<file path="config.mk">
export PLATFORM = sky130hd
export DESIGN_NAME = rom_msg_reader_flat
export DESIGN_NICKNAME = d
export VERILOG_FILES = /design/src/rtl/rom_msg_pkg.sv /design/src/rtl/rom_msg_if.sv /design/src/rtl/rom_msg_reader_byte_fifo.sv /design/src/rtl/rom_msg_reader.sv /design/src/flat_wrapper.sv
export SDC_FILE = /design/constraint.sdc
export NUM_CORES = 1
export LEC_CHECK = 0
export ABC_AREA = 1
export BUFFER_PORTS_ARGS = -buffer_cell sky130_fd_sc_hd__buf_4
export CAP_MARGIN = 30
export CORE_ASPECT_RATIO = 0.6
export CORE_MARGIN = 2
export CORE_UTILIZATION = 55
export DETAILED_ROUTE_END_ITERATION = 7
export GPL_ROUTABILITY_DRIVEN = 0
export HOLD_SLACK_MARGIN = 0.05
export PLACE_DENSITY = 0.79
export SKIP_CTS_REPAIR_TIMING = 1
export SYNTH_ARGS = -nofsm -noshare
export SYNTH_HDL_FRONTEND = slang
export SYNTH_SLANG_ARGS = --single-unit
</file>
<file path="constraint.sdc">
create_clock -name clk -period 3.25 [get_ports clk]
set_input_delay 0.1625 -clock clk [delete_from_list [all_inputs] [get_ports clk]]
set_output_delay 0.1625 -clock clk [all_outputs]
set_load 0.01 [all_outputs]
</file>
<file path="src/rtl/rom_msg_pkg.sv">
// Shared types and constants for the message ROM reader.
// Holds width defaults, the reader state enum and the ROM image.
package rom_msg_pkg;

    localparam int ROM_ADDR_W = 4;
    localparam int ROM_DATA_W = 8;

    typedef enum logic [1:0] {
        IDLE,
        FETCH,
        DRAIN,
        DONE
    } state_t;

    // "I love you dude!" as stored in the 16x8 ROM
    localparam logic [7:0] ROM_MSG [0:15] = '{
        8'h49, 8'h20, 8'h6C, 8'h6F,
        8'h76, 8'h65, 8'h20, 8'h79,
        8'h6F, 8'h75, 8'h20, 8'h64,
        8'h75, 8'h64, 8'h65, 8'h21
    };

endpackage

</file>
<file path="src/rtl/rom_msg_if.sv">
// Byte stream valid/ready bundle with last-byte flag.
// master drives m_data/m_valid/m_last, slave drives m_ready.
interface rom_msg_if #(
    parameter int DATA_W = 8
);

    logic [DATA_W-1:0] m_data;
    logic              m_valid;
    logic              m_ready;
    logic              m_last;

    modport master (
        output m_data,
        output m_valid,
        output m_last,
        input  m_ready
    );

    modport slave (
        input  m_data,
        input  m_valid,
        input  m_last,
        output m_ready
    );

endinterface

</file>
<file path="src/rtl/rom_msg_reader_byte_fifo.sv">
// DEPTH-entry synchronous FIFO of {last, data} with occupancy count.
// Ports: push/push_data/push_last in, pop in, head_data/head_last/count out.
module byte_fifo #(
    parameter int DATA_W = 8,
    parameter int DEPTH  = 2,
    parameter int CW     = $clog2(DEPTH + 1)
) (
    input  logic              clk,
    input  logic              rst_n,
    input  logic              push,
    input  logic [DATA_W-1:0] push_data,
    input  logic              push_last,
    input  logic              pop,
    output logic [DATA_W-1:0] head_data,
    output logic              head_last,
    output logic [CW-1:0]     count
);

    localparam int PW = $clog2(DEPTH);

    typedef logic [DATA_W:0] entry_t;

    entry_t        mem_q [DEPTH];
    entry_t        mem_d [DEPTH];
    logic [PW-1:0] wr_q, wr_d;
    logic [PW-1:0] rd_q, rd_d;
    logic [CW-1:0] cnt_q, cnt_d;

    function automatic logic [PW-1:0] ptr_inc(input logic [PW-1:0] p);
        return (p == PW'(DEPTH - 1)) ? '0 : p + PW'(1);
    endfunction

    always_comb begin
        mem_d = mem_q;
        wr_d  = wr_q;
        rd_d  = rd_q;
        if (push) begin
            mem_d[wr_q] = {push_last, push_data};
            wr_d        = ptr_inc(wr_q);
        end
        if (pop) begin
            rd_d = ptr_inc(rd_q);
        end
        cnt_d = cnt_q + CW'(push) - CW'(pop);
    end

    // Storage is cleared too so the head reads 0 out of reset.
    always_ff @(posedge clk or negedge rst_n) begin
        if (!rst_n) begin
            mem_q <= '{default: '0};
            wr_q  <= '0;
            rd_q  <= '0;
            cnt_q <= '0;
        end else begin
            mem_q <= mem_d;
            wr_q  <= wr_d;
            rd_q  <= rd_d;
            cnt_q <= cnt_d;
        end
    end

    assign {head_last, head_data} = mem_q[rd_q];
    assign count                  = cnt_q;

endmodule

</file>
<file path="src/rtl/rom_msg_reader.sv">
// Walks a ROM message window and re-emits it as a valid/ready byte stream.
// Ports: start/start_addr/msg_len in, rom_addr/rom_en out, rom_data in,
// m (stream master), busy/done status out.
module rom_msg_reader
    import rom_msg_pkg::*;
#(
    parameter int ADDR_W = ROM_ADDR_W,
    parameter int DATA_W = ROM_DATA_W,
    parameter int DEPTH  = 2
) (
    input  logic              clk,
    input  logic              rst_n,
    input  logic              start,
    input  logic [ADDR_W-1:0] start_addr,
    input  logic [ADDR_W:0]   msg_len,
    output logic [ADDR_W-1:0] rom_addr,
    output logic              rom_en,
    input  logic [DATA_W-1:0] rom_data,
    rom_msg_if.master         m,
    output logic              busy,
    output logic              done
);

    localparam int CW = $clog2(DEPTH + 1);

    state_t            state_q, state_d;
    logic [ADDR_W-1:0] addr_q, addr_d;
    logic [ADDR_W:0]   rem_q, rem_d;
    logic              infl_q, infl_d;
    logic              infl_last_q, infl_last_d;

    logic [CW-1:0]     count;
    logic [CW:0]       occ;
    logic              pop;
    logic              issue;
    logic              last_rd;
    logic              head_last;

    assign pop     = m.m_valid & m.m_ready;
    assign last_rd = (rem_q == (ADDR_W+1)'(1));

    // Slots committed after this cycle: buffered + arriving - leaving.
    assign occ = {1'b0, count} + (CW+1)'(infl_q) - (CW+1)'(pop);

    assign issue = (state_q == FETCH) && (rem_q != '0)
                 && (occ < (CW+1)'(DEPTH));

    always_ff @(posedge clk or negedge rst_n) begin
        if (!rst_n) begin
            state_q <= IDLE;
        end else begin
            state_q <= state_d;
        end
    end

    always_comb begin
        state_d = state_q;
        unique case (state_q)
            IDLE: begin
                if (start) begin
                    state_d = (msg_len == '0) ? DONE : FETCH;
                end
            end
            FETCH: begin
                if (issue && last_rd) begin
                    state_d = DRAIN;
                end
            end
            DRAIN: begin
                if (pop && head_last) begin
                    state_d = DONE;
                end
            end
            DONE: begin
                state_d = IDLE;
            end
            default: begin
                state_d = IDLE;
            end
        endcase
    end

    always_comb begin
        rom_en = issue;
        busy   = (state_q != IDLE);
        done   = (state_q == DONE);
    end

    always_comb begin
        addr_d      = addr_q;
        rem_d       = rem_q;
        infl_d      = issue;
        infl_last_d = issue && last_rd;
        if ((state_q == IDLE) && start) begin
            addr_d = start_addr;
            rem_d  = msg_len;
        end else if (issue) begin
            addr_d = addr_q + ADDR_W'(1);
            rem_d  = rem_q - (ADDR_W+1)'(1);
        end
    end

    // A read still in flight is dropped on reset via infl_q.
    always_ff @(posedge clk or negedge rst_n) begin
        if (!rst_n) begin
            addr_q      <= '0;
            rem_q       <= '0;
            infl_q      <= 1'b0;
            infl_last_q <= 1'b0;
        end else begin
            addr_q      <= addr_d;
            rem_q       <= rem_d;
            infl_q      <= infl_d;
            infl_last_q <= infl_last_d;
        end
    end

    assign rom_addr = addr_q;

    byte_fifo #(
        .DATA_W (DATA_W),
        .DEPTH  (DEPTH)
    ) u_fifo (
        .clk       (clk),
        .rst_n     (rst_n),
        .push      (infl_q),
        .push_data (rom_data),
        .push_last (infl_last_q),
        .pop       (pop),
        .head_data (m.m_data),
        .head_last (head_last),
        .count     (count)
    );

    assign m.m_valid = (count != '0);
    assign m.m_last  = head_last;

endmodule

</file>
<file path="src/flat_wrapper.sv">
// flat-port wrapper written by rule: the top's interface ports become plain ports
module rom_msg_reader_flat import rom_msg_pkg::*;
#(
    parameter int ADDR_W = ROM_ADDR_W,
    parameter int DATA_W = ROM_DATA_W,
    parameter int DEPTH  = 2
)
  (clk, rst_n, start, start_addr, msg_len, rom_addr, rom_en, rom_data, busy, done, m_m_data, m_m_valid, m_m_last, m_m_ready);
  rom_msg_if #(.DATA_W(DATA_W)) m_i ();
  input  logic clk;
  input  logic rst_n;
  input  logic start;
  input  logic [ADDR_W-1:0] start_addr;
  input  logic [ADDR_W:0] msg_len;
  output logic [ADDR_W-1:0] rom_addr;
  output logic rom_en;
  input  logic [DATA_W-1:0] rom_data;
  output logic busy;
  output logic done;
  output wire logic [$bits(m_i.m_data)-1:0] m_m_data;
  output wire logic [$bits(m_i.m_valid)-1:0] m_m_valid;
  output wire logic [$bits(m_i.m_last)-1:0] m_m_last;
  input wire logic [$bits(m_i.m_ready)-1:0] m_m_ready;
  assign m_m_data = m_i.m_data;
  assign m_m_valid = m_i.m_valid;
  assign m_m_last = m_i.m_last;
  assign m_i.m_ready = m_m_ready;
  rom_msg_reader #(.ADDR_W(ADDR_W), .DATA_W(DATA_W), .DEPTH(DEPTH)) u_core (.clk(clk), .rst_n(rst_n), .start(start), .start_addr(start_addr), .msg_len(msg_len), .rom_addr(rom_addr), .rom_en(rom_en), .rom_data(rom_data), .m(m_i), .busy(busy), .done(done));
endmodule
</file>
==> impl_metrics.py, run 1 <==
metrics = {
    "route": {
        "drtIter0Drc": 74,
        "routed_wirelength_mm": 3.61,
        "avgViaCountPerCell": 4.87,
        "drc": 0,
        "final_antenna_net_count": 0,
        "wire_per_inst_um": 11.3,
        "dr_total_vias": 1555,
        "firstDrtPassIters": 4,
    },
    "floorplan": {
        "die_w_um": 81.3,
        "fp-row-count": 16,
        "dieArea_mm2": 0.00409,
        "ios": 38,
        "die_y_um": 50.4,
        "core_area_mm2": 0.00334,
        "initial_core_util_pct": 58.9,
    },
    "finish": {
        "fin_nets": 308,
        "antennaDiodeCount": 0,
        "fillers": 285,
        "multiInputGateArea_um2": 931,
        "area_delta_synth_final_pct": 18.7,
        "final_cells": 319,
        "drive_above_1_share_pct": 26.3,
        "area.sequential_um2": 876,
    },
    "pwr": {
        "peakVddDrop_uv": 458,
        "pwr_density_cell_mw_per_mm2": 946,
        "power.switching_w": 0.000934,
        "p_leak_nw": 1.28,
        "pwr-share-seq_pct": 36.0,
        "p_int_w": 0.00128,
        "clkPwrFrac_pct": 12.6,
        "power_w": 0.00221,
        "combPwrFrac_pct": 51.4,
        "p_sw_share_pct": 42.2,
    },
    "logic_synthesis": {
        "synth_top_family_by_area": "simple AND/OR/NAND/NOR gates",
        "synthSimpleGateAreaFrac_pct": 27.9,
        "synthMuxAreaShare_pct": 0,
        "synth_nets": 269,
        "syn_inst": 236,
        "synth_warnings": 0,
        "ys_types": 26,
        "synth_compound_area_share_pct": 9.59,
        "synth-seq-cells": 35,
        "synth_area_mm2": 0.00197,
        "synth_fa_ha_area_share_pct": 8.00,
        "avgSynthCellArea_um2": 8.35,
        "synth-seq-area-share_pct": 44.4,
        "synth_xor_area_share_pct": 1.78,
    },
    "clock_tree": {
        "clk_pin_slew_ns": 0.07,
        "cts_buffers": 5,
        "cts.sinks": 35,
        "cts_root_buffer": "clkbuf_8",
        "cts.htree.levels": 2,
        "cts_max_path_buffers": 2,
        "clock_latency_ns": 0.28,
        "tritoncts": "done",
    },
    "worst_setup_path": {
        "cp_cell_sequence": "nor2_1 -> nor2_4 -> ha_1 -> inv_1 -> ha_1 -> fa_1 -> nor2_2 -> nand2_2 -> nor2_4 -> nand2_4 -> inv_1 -> buf_4",
        "start_kind": "flop",
        "path_depth": 12,
        "regToRegEndpoint": "u_core.state_q[0]",
        "end_kind": "primary output",
        "r2r_slack_ns": 0.81,
        "r2r_start": "u_core.u_fifo.count[1]",
        "worstSetupEndpoint": "rom_en",
        "worstPathArrival_ns": 2.54,
        "crit_path_start": "u_core.u_fifo.count[1]",
        "cp_num_buf_inv": 3,
        "critPathMaxStageDelay_ns": 0.46,
        "worstSetupPathType": "flop to primary output",
        "cp.required_ns": 3.09,
        "r2r_cells": 14,
        "cp_top_family": "adder cells",
        "worstPathMaxFanout": 9,
        "crit_slowest_cell": "fa_1",
    },
    "place": {
        "io_buffers": 37,
        "hpwl_mm": 2.70,
        "dp.cells": 312,
        "pre_cts_slack_ns": 0.801,
    },
    "sta": {
        "drv_slew": 0,
        "finalClockSkew_ns": 0.00642,
        "tns_ns": 0,
        "slew-limit-headroom_pct": 47.4,
        "setup_ws_ns": 0.546,
        "fmax_mhz": 370,
        "hold_viol": 0,
        "grt_setup_unrepaired": "false",
        "fin_crit_sh_pct": 83.2,
        "layout_min_cycle_time_ns": 2.70,
        "hold_slack_ns": 0.104,
        "tightest_slew_ns": 0.789,
        "setup_violations": 0,
    },
    "global_routing": {
        "grt_pass1_vias": 1346,
        "gr-total-overflow": 0,
        "gr-usage-all-layers_pct": 20.3,
        "grt_pass1_wl_mm": 6.27,
        "grt_max_degree": 36,
        "antenna_found_initial": 0,
    },
    "run": {
        "maxCapViolCount": 0,
    },
    "outcome": {
        "status": "completed",
    },
    "hold_path": {
        "hp-class": "primary input to flop",
    },
}
[cell usage in the layout (no fill, tap or decap), types with 2 or more instances in the layout]
cell	synthesis	layout
or2_2	2	2
o21ai_1	3	3
inv_2	3	3
ha_1	11	11
o21ai_0	14	14
inv_1	28	28
nor2_2	3	3
nand4_1	2	2
o21ai_2	9	9
nor2_1	5	5
nand2_2	4	4
nor2_4	2	2
xor2_1	2	2
buf_4	0	37
dfrtp_1	35	35
clkbuf_8	0	5
nand2_4	4	4
xnor2_1	2	2
nand3_1	14	14
nand2_1	82	82
[metal layers]
metal  wire length [um]  GRT usage, %
met5                  0             0
met4                  0          5.08
met3                196          5.94
met2               1540          26.4
met1               1880          32.3
[worst min path at each step]
| stage | start | end | slack [ns] | depth (start not counted) |
|---|---|---|---|---|
| 6_report | msg_len[4] | u_core.rem_q[4] | 0.10 | 3 |
| 5_1_grt | msg_len[3] | u_core.rem_q[3] | 0.12 | 3 |
| 4_1_cts | rst_n | u_core.u_fifo.mem_q[12] | -0.17 | 1 |
| 3_5_place_dp | rst_n | u_core.u_fifo.mem_q[12] | 0.13 | 1 |
| 3_3_place_gp | rst_n | u_core.u_fifo.mem_q[12] | 0.13 | 1 |
| 2_1_floorplan | rst_n | u_core.infl_last_q | -0.13 | 0 |
[worst min-delay path, delay by kind of cell]
| family | cells | cell delay (ns) |
|---|---|---|
| simple gates | 2 | 0.10 |
| buf+inv | 1 | 0.08 |
[flip-flops by register name, indices dropped and copies added (netlist names)]
register and cells:
u_core.u_fifo.wr_q 1, u_core.rem_q 5, u_core.infl_q 1, u_core.u_fifo.rd_q 1
u_core.rom_addr 4, u_core.u_fifo.count 2, u_core.u_fifo.mem_q 18, u_core.infl_last_q 1
u_core.state_q 2
[power groups by stage]
stage	clock (W)	sequential, W	combinational (W)
floorplan	0	0.000760	0.000824
global placement	0	0.000798	0.00112
detailed placement	0	0.000802	0.00114
CTS	0.000291	0.000795	0.00114
global route	0.000309	0.000828	0.00129
finish	0.000279	0.000796	0.00114
[layout make-up]
cell class                      instances  area share, %
Multi-Input combinational cell        164           39.8
Inverter                               31           4.97
Tap cell                               45           2.41
Timing Repair Buffer                   38           12.3
Sequential cell                        35           37.4
Clock buffer                            6           3.10
[synth_stat cells]
cell,count,area (um^2)
a21oi_4,1,16.3
inv_1,28,105
or2_1,1,6.26
buf_6,3,33.8
ha_1,11,138
xnor2_1,2,17.5
nand3_2,1,10.0
nand4_1,2,12.5
inv_2,3,11.3
nor2_4,2,22.5
nand2_4,4,45.0
o21ai_2,9,78.8
clkbuf_1,1,3.75
nand3_1,14,70.1
fa_1,1,20.0
nor2_2,3,18.8
o21ai_0,14,70.1
or2_2,2,12.5
nand2_2,4,25.0
o21ai_1,3,15.0
xor2_1,2,17.5
dfrtp_1,35,876
nand2_1,82,308
nor2_1,5,18.8
a31o_2,1,8.76
buf_2,2,10.0
[cell families after synthesis]
logic type                 Yosys count
AOI/OAI and AO/OA                   28
xor gates and xnor gates             4
and+or+nand+nor                    120
DFF                                 35
adders and majority gates           12
buffers and inverters               37
[metrics by stage]
| step | utilization [%] | cell area [um^2] |
|---|---|---|
| 6_report | 70.0 | 2340 |
| 5_1_grt | 70.0 | 2340 |
| 4_1_cts | 69.7 | 2330 |
| 3_5_place_dp | 67.5 | 2260 |
| 3_3_place_gp | 67.5 | 2260 |
| 2_1_floorplan | - | 1970 |
Note: power is estimated with default switching activity, not from simulation.
==> run 2: changes to the inputs <==
--- a/config.mk
+++ b/config.mk
@@ -10,11 +10,11 @@
 export CAP_MARGIN = 30
 export CORE_ASPECT_RATIO = 0.6
 export CORE_MARGIN = 2
-export CORE_UTILIZATION = 55
+export CORE_UTILIZATION = 49
 export DETAILED_ROUTE_END_ITERATION = 7
 export GPL_ROUTABILITY_DRIVEN = 0
 export HOLD_SLACK_MARGIN = 0.05
-export PLACE_DENSITY = 0.79
+export PLACE_DENSITY = 0.75
 export SKIP_CTS_REPAIR_TIMING = 1
 export SYNTH_ARGS = -nofsm -noshare
 export SYNTH_HDL_FRONTEND = slang
==> constraint.sdc (replaced) <==
create_clock -name clk -period 2.2 [get_ports clk]
set_input_delay 0.11 -clock clk [delete_from_list [all_inputs] [get_ports clk]]
set_output_delay 0.11 -clock clk [all_outputs]
set_load 0.01 [all_outputs]
==> run 2 against run 1 <==
The run now ends with design-rule violations, negative setup slack left. Non-clock buffer count grew 14. Clock power grew 84%. Critical path depth is the same. Combinational power grew 78%. Routed wire length grew 25%. Power grew 69%. Setup slack lost 0.87 ns. Clock skew shrank 0.0016 ns. Sequential power grew 51%. Register-to-register slack lost 1.0 ns. Largest power group unchanged.
==> impl_metrics.py, run 2 (same netlist as run 1, synthesis figures left out) <==
metrics = {
    "outcome": {
        "violations": "design-rule violations, negative setup slack",
        "status": "finished with violations",
    },
    "pwr": {
        "pwr_density_cell_mw_per_mm2": 1470,
        "p_leak_nw": 1.36,
        "power_w": 0.00374,
        "peakVddDrop_uv": 594,
    },
    "worst_setup_path": {
        "path_common_cell": "nor2_4",
        "worstPathArrival_ns": 2.42,
        "worstSetupPathType": "flop to primary output",
        "critPathMaxStageDelay_ns": 0.49,
        "cp_num_buf_inv": 3,
        "regToRegEndpoint": "u_core.rem_q[1]",
        "crit_slowest_cell": "fa_1",
        "r2r_slack_ns": -0.23,
        "crit_path_start": "u_core.u_fifo.count[1]",
        "end_kind": "primary output",
        "r2r_cells": 14,
        "worstPathMaxFanout": 5,
        "cp.required_ns": 2.09,
        "start_kind": "flop",
        "cp_cell_sequence": "nor2_4 -> nor2_4 -> ha_4 -> inv_2 -> ha_4 -> fa_1 -> nor2_2 -> nand2_2 -> nor2_4 -> nand2_4 -> inv_4 -> buf_6",
        "path_depth": 12,
        "cp_top_family": "adder cells",
        "r2r_start": "u_core.u_fifo.count[1]",
    },
    "route": {
        "dr_total_vias": 1646,
        "drc": 2,
        "routed_wirelength_mm": 4.53,
        "final_antenna_net_count": 0,
        "avgViaCountPerCell": 4.87,
        "firstDrtPassIters": 6,
        "wire_per_inst_um": 13.4,
        "drtIter0Drc": 118,
    },
    "sta": {
        "drv_slew": 0,
        "setup_ws_ns": -0.326,
        "layout_min_cycle_time_ns": 2.53,
        "finalClockSkew_ns": 0.00479,
        "hold_viol": 0,
        "fin_crit_sh_pct": 115,
        "fmax_mhz": 396,
        "setup_violations": 13,
        "grt_setup_unrepaired": "true",
        "tightest_slew_ns": 0.545,
        "slew-limit-headroom_pct": 63.6,
    },
    "clock_tree": {
        "clock_latency_ns": 0.29,
        "tritoncts": "done",
        "clk_pin_slew_ns": 0.07,
        "cts_root_buffer": "clkbuf_8",
        "cts.sinks": 35,
        "cts_buffers": 5,
        "cts.htree.levels": 2,
        "cts_max_path_buffers": 2,
    },
    "hold_path": {
        "hold_path_end": "u_core.rem_q[4]",
        "whs_path_depth": 3,
        "hp-class": "primary input to flop",
        "hold_path.startpoint": "msg_len[4]",
    },
    "place": {
        "io_buffers": 37,
        "pre_cts_slack_ns": -0.152,
        "hpwl_mm": 3.07,
    },
    "global_routing": {
        "antenna_found_initial": 0,
        "grt_pass1_vias": 1504,
        "grt_max_degree": 36,
        "gr-usage-all-layers_pct": 20.2,
        "grt_pass1_wl_mm": 6.83,
        "gr-total-overflow": 0,
    },
    "finish": {
        "top_register": "u_core.u_fifo.mem_q",
        "layout_common_cells": "nand2_1, buf_4, dfrtp_1",
        "final_common_cell": "nand2_1",
        "fillers": 293,
        "largest_register_ffs": 18,
        "antennaDiodeCount": 0,
        "drive_above_1_share_pct": 33.3,
        "area_delta_synth_final_pct": 29.5,
        "fin_nets": 323,
    },
    "floorplan": {
        "core_area_mm2": 0.00376,
        "die_w_um": 85.9,
        "fp-row-count": 17,
        "dieArea_mm2": 0.00456,
        "ios": 38,
        "die_y_um": 53.1,
        "initial_core_util_pct": 52.3,
    },
    "run": {
        "maxCapViolCount": 0,
    },
}
-- run 2: cell count changes in the layout (fill, tap and decap cells not counted), sizes merged --
cell / previous run / this run
buf: 37 / 51
clkbuf: 6 / 8
nand2: 90 / 91
-- run 2: layout make-up --
class / instances / area, um^2 / area share, %
timing repair buffer: 52 / 400 / 15.7
multi-input combinational: 165 / 998 / 39.1
inverter: 31 / 119 / 4.66
clock buffer: 8 / 100 / 3.92
tap: 47 / 58.8 / 2.30
sequential: 35 / 876 / 34.3
-- run 2: where the power goes --
part | internal (W) | switching (W) | leakage [nW]
Sequential | 0.000938 | 0.000258 | 0.434
Clock | 0.000286 | 0.000228 | 0.0515
Combinational | 0.000932 | 0.00110 | 0.878
-- run 2: worst max-delay path by stage --
| stage | to | slack, ns |
|---|---|---|
| 6_report | rom_en | -0.33 |
| 5_1_grt | rom_en | -0.44 |
| 4_1_cts | rom_en | -0.45 |
| 3_5_place_dp | u_core.state_q[1] | -0.15 |
| 3_3_place_gp | rom_en | -0.07 |
| 2_1_floorplan | u_core.state_q[0] | -0.01 |
-- run 2: through the flow --
stage	hold WS, ns	area [um^2]	cells	setup TNS, ns	util, %
floorplan	-0.186	1980	236	-0.0287	-
global placement	0.0910	2320	321	-0.553	61.7
detailed placement	0.0874	2320	321	-1.50	61.7
CTS	-0.224	2420	329	-1.99	64.3
global route	0.0673	2550	338	-4.19	67.8
finish	0.0520	2550	338	-2.63	67.8
-- run 2: routing by layer --
metal | part of all wire (%) | GRT usage [%] | wire [um]
met5 | 0 | 0 | 0
met4 | 1.1 | 6.35 | 51
met3 | 4.9 | 6.86 | 223
met2 | 47 | 30.7 | 2120
met1 | 47 | 27.2 | 2130
-- run 2: tightest hold or removal path, stage by stage --
cell and delay [ns]:
buf_4 0.08, nand2_1 0.05, nand3_1 0.07
